`src/rtl/serial_add2_ctrl.sv`:
```
`default_nettype none
// ============================================================================
// Module   : serial_add2_ctrl
// Brief    : Sequencer driving a 2-bit adder slice over WIDTH/2 cycles, LSB
//            pair first. Optional macro SERIAL_SUB_EN adds a subtract mode.
// Revision : 1.0 - initial release
// ============================================================================
module serial_add2_ctrl #(
  parameter int WIDTH = 8
) (
  input  logic             clk,
  input  logic             rst,
  input  logic             start,
  input  logic [WIDTH-1:0] op_a,
  input  logic [WIDTH-1:0] op_b,
  input  logic             cin_init,
`ifdef SERIAL_SUB_EN
  input  logic             sub,
`endif
  output logic             busy,
  output logic             done,
  output logic [WIDTH-1:0] result,
  output logic             carry_out,
  output logic [1:0]       slice_a,
  output logic [1:0]       slice_b,
  output logic             slice_cin,
  input  logic [1:0]       slice_sum,
  input  logic             slice_cout
);

  localparam int STEPS = WIDTH / 2;
  localparam int IDX_W = (STEPS > 1) ? $clog2(STEPS) : 1;
  localparam logic [IDX_W-1:0] C_LAST_IDX = IDX_W'(STEPS - 1);

  typedef enum logic [1:0] {
    S_IDLE = 2'd0,
    S_RUN  = 2'd1,
    S_DONE = 2'd2
  } state_t;

  state_t           r_state;
  state_t           w_next;
  logic [WIDTH-1:0] r_a;
  logic [WIDTH-1:0] r_b;
  logic [WIDTH-1:0] r_result;
  logic             r_carry;
  logic             r_carry_out;
  logic [IDX_W-1:0] r_idx;
  logic [IDX_W:0]   w_bit;
  logic [WIDTH-1:0] w_b_in;
  logic             w_cin_in;

  // LSB position of the bit pair handled this cycle
  assign w_bit = {r_idx, 1'b0};

`ifdef SERIAL_SUB_EN
  // Subtraction as a + ~b + 1; carry_out then reads as "no borrow"
  assign w_b_in   = sub ? ~op_b : op_b;
  assign w_cin_in = sub ? 1'b1  : cin_init;
`else
  assign w_b_in   = op_b;
  assign w_cin_in = cin_init;
`endif

  always_comb begin
    w_next    = r_state;
    busy      = 1'b0;
    done      = 1'b0;
    slice_a   = 2'b00;
    slice_b   = 2'b00;
    slice_cin = 1'b0;
    case (r_state)
      S_IDLE: begin
        if (start) w_next = S_RUN;
      end
      S_RUN: begin
        busy      = 1'b1;
        slice_a   = r_a[w_bit +: 2];
        slice_b   = r_b[w_bit +: 2];
        slice_cin = r_carry;
        if (r_idx == C_LAST_IDX) w_next = S_DONE;
      end
      S_DONE: begin
        busy   = 1'b1;
        done   = 1'b1;
        w_next = S_IDLE;
      end
      default: w_next = S_IDLE;
    endcase
  end

  always_ff @(posedge clk or posedge rst) begin
    if (rst) begin
      r_state     <= S_IDLE;
      r_a         <= '0;
      r_b         <= '0;
      r_result    <= '0;
      r_carry     <= 1'b0;
      r_carry_out <= 1'b0;
      r_idx       <= '0;
    end else begin
      r_state <= w_next;
      case (r_state)
        S_IDLE: begin
          if (start) begin
            r_a     <= op_a;
            r_b     <= w_b_in;
            r_carry <= w_cin_in;
            r_idx   <= '0;
          end
        end
        S_RUN: begin
          r_result[w_bit +: 2] <= slice_sum;
          r_carry              <= slice_cout;
          r_idx                <= r_idx + IDX_W'(1);
          if (r_idx == C_LAST_IDX) r_carry_out <= slice_cout;
        end
        default: ;
      endcase
    end
  end

  assign result    = r_result;
  assign carry_out = r_carry_out;

endmodule
`default_nettype wire

```
`config.mk`:
```
export PLATFORM = sky130hd
export DESIGN_NAME = serial_add2_ctrl
export DESIGN_NICKNAME = d
export VERILOG_FILES = /design/src/rtl/serial_add2_ctrl.sv
export SDC_FILE = /design/constraint.sdc
export NUM_CORES = 1
export LEC_CHECK = 0
export ABC_AREA = 1
export BUFFER_PORTS_ARGS = -buffer_cell sky130_fd_sc_hd__buf_2
export CAP_MARGIN = 20
export CORE_UTILIZATION = 52
export CTS_CLUSTER_DIAMETER = 80
export CTS_CLUSTER_SIZE = 20
export DETAILED_ROUTE_END_ITERATION = 10
export GPL_TIMING_DRIVEN = 1
export PLACE_DENSITY = 0.78
export SLEW_MARGIN = 20
export SYNTH_ARGS = -nofsm -noshare
export SYNTH_HDL_FRONTEND = slang
export SYNTH_SLANG_ARGS = --single-unit
```
`constraint.sdc`:
```
create_clock -name clk -period 1.71 [get_ports clk]
set_input_delay 0.342 -clock clk [delete_from_list [all_inputs] [get_ports clk]]
set_output_delay 0.342 -clock clk [all_outputs]
set_load 0.02 [all_outputs]
```
==> impl_metrics.tcl <==
set metrics [dict create \
    grt_pass1_vias 1255 \
    netlist_area_um2 1530 \
    viasPerCell 5.066 \
    intPower_mw 1.942 \
    routed_wl_um 3266 \
    routabilityCongestion 0.7727 \
    yosysTopAreaCellShare 0.4906 \
    ff2ff_path_depth 8 \
    timing.max_cap.violations 0 \
    r2r-end "r_b[6]" \
    fin_setup_tns_ps -2.294 \
    ys_ff_latch 30 \
    fill_cells 218 \
    finalSetupViolations 1 \
    area_growth_pct 29.68 \
    period_share 1.001 \
    syn_inst 189 \
    failed_checks "negative setup slack" \
    initial_core_util 0.5502 \
    fin_crit_ps 1712 \
    io_buffers 38 \
    rsz0062_at_grt "true" \
    postRouteAntennaNets 0 \
    syn_nets 220 \
    drt-pass1-iter-count 4 \
    drc 0 \
    finalNonFillerCells 271 \
    clk_pin_slew_ps 90 \
    outcome "finished with violations" \
    final_layout_size_suffix_gt1_frac 0.3667 \
    seq_area_um2 752.0 \
    yosysWarnings 0 \
    routed-wl-met3_um 150 \
    crit_fanout 5 \
    reg2reg_slack_ps 270 \
    cp.arrival_ps 1370 \
    dr_wl_met2_um 1536 \
    num_antenna_cells 0 \
    cp-end-kind "primary output" \
    required_ps 1370 \
    multi_input_area_um2 703.2 \
    final_common_cell "nand2_1" \
    worst_pin_slew_ps 382.9 \
    combPwrFrac 0.554 \
    drv_slew 0 \
    synthTopCellsByArea "dfrtp_1 (49%), nand2_1 (15%), o21ai_0 (7.5%), inv_1 (6.6%), ha_1 (6.5%)" \
    hold_buffers 0 \
    cts.path.max_buffers 2 \
    dp_hpwl_um 2139 \
    grt_max_degree 31 \
    p_per_area_nw_per_um2 1773 \
    power_frac_seq 0.336 \
    worstSetupStartpointType "register" \
    routedWlPerCell_um 12.05 \
    rr_startpoint "r_state[1]" \
    hold-worst-slack_ps 63.06 \
    wl_met1_um 1545 \
    yosys.area.top_type "dfrtp_1" \
    fin_util 0.7135 \
    clockPowerShare 0.110 \
    io_pins 39 \
    dpl.cell_count 257 \
    power_switching_share 0.4481 \
    synth_seq_area_share 0.4906 \
    grt_use_total 0.2201 \
    fp-row-count 19 \
    die_area_um2 3164 \
    die_h_um 56.25 \
    fin_skew_ps 5.865 \
    p_leak_nw 1.060 \
    final_net_count 271 \
    cts_root_buffer "clkbuf_4" \
    cts-buffers-inserted 5 \
    grt_overflow 0 \
    die_w_um 56.25 \
    syn_avg_cell_area_um2 8.096 \
    worstSkewPairLatency_ps 330 \
    ctsHtreeMaxLevel 2 \
    yosys.cell_types.count 17 \
    dp_slack_ps 308.6 \
    power.switching_mw 1.577 \
    final_hold_viol_count 0 \
    drt_iter0_drc 48 \
    maxSlewHeadroom 0.7447 \
    antenna_found_initial 0 \
    layout_common_cells "nand2_1 (52), buf_2 (33), dfrtp_1 (29)" \
    cts.sinks 30 \
    hold_path_class "primary input to asynchronous set/reset pin" \
    tritoncts "yes" \
    core_um2 2781 \
    dr_total_vias 1373 \
    peakVddDrop_mv 1.304 \
    grt_pass1_wl_um 5257 \
    top_layer "met4" \
    crit_type "register to primary output" \
    fin_ws_ps -2.294 \
    fmax_mhz 584.0 \
]
[worst max-delay path: stages, from the launching register on]
cell and delay [ps]:
dfrtp_2 450, buf_6 150, nand2_2 60, nand3_2 70, a21oi_2 180, buf_6 140
[flip-flops by register name, indices dropped and copies added, names as in the netlist]
signal and cells:
r_a 8, result 8, r_b 8, r_state 2, r_carry 1, r_idx 2, carry_out 1
[stage by stage]
step | area, µm² | power, mW
2_1_floorplan | 1530 | 2.357
3_3_place_gp | 1755 | 2.709
3_5_place_dp | 1755 | 2.760
4_1_cts | 1847 | 3.249
5_1_grt | 1984 | 3.807
6_report | 1984 | 3.519
[how the worst max path moves through the flow]
stage / start / endpoint / slack [ps] / cells past startpoint
after floorplan: r_state[1] / slice_a[0] / 230 / 5
after global placement: r_idx[1] / result[6] / 340 / 5
after detailed placement: r_idx[1] / result[6] / 310 / 5
after CTS: r_idx[0] / slice_a[1] / 4 / 5
after global routing: r_idx[0] / slice_a[1] / -60 / 5
final: r_idx[0] / slice_a[1] / -2 / 5
[layout make-up]
cell class,instances,area share
Inverter,30,0.05927
Clock buffer,7,0.02270
Multi-Input combinational cell,123,0.3544
Tap cell,31,0.01955
Timing Repair Buffer,50,0.1652
Sequential cell,30,0.3789
[power by group through the flow]
stage	sequential, mW	combinational (mW)	clock (mW)
5_1_grt	1.22	2.16	0.429
4_1_cts	1.17	1.68	0.395
2_1_floorplan	1.30	1.06	0
3_3_place_gp	1.17	1.54	0
3_5_place_dp	1.18	1.58	0
6_report	1.18	1.95	0.386
[cells in the mapped netlist (all sizes together)]
library cell	number
ha	8
buf	6
dfrtp	30
o21ai	27
nor3	1
nand4	2
nand2	62
inv	30
nand3	17
a21oi	4
nor2	2
[cell families (layout without fill, tap and decap cells)]
kind of cell / Yosys count / count (layout) / synth area share
AND/OR/NAND/NOR: 84 / 84 / 0.2289
buffers and inverters: 36 / 87 / 0.1087
adder cells (fa/ha/maj): 8 / 8 / 0.06542
AO/OA/AOI/OAI: 31 / 31 / 0.1063
flip-flops: 30 / 30 / 0.4906
[repair_timing]
item / in CTS / in global routing
buffers inserted: 2 / 4
setup endpoints to repair: 5 / 5
resized for setup: 10 / 31
cloned: 0 / 1
pin swaps: 1 / 17
[layer usage]
metal | GRT usage | vias to the layer above
met5 | 0 | -
met4 | 0.1045 | 0
met3 | 0.05116 | 4
met2 | 0.3452 | 28
met1 | 0.2890 | 646
li1 | - | 695
No activity file was read; power rests on OpenSTA's default activity.
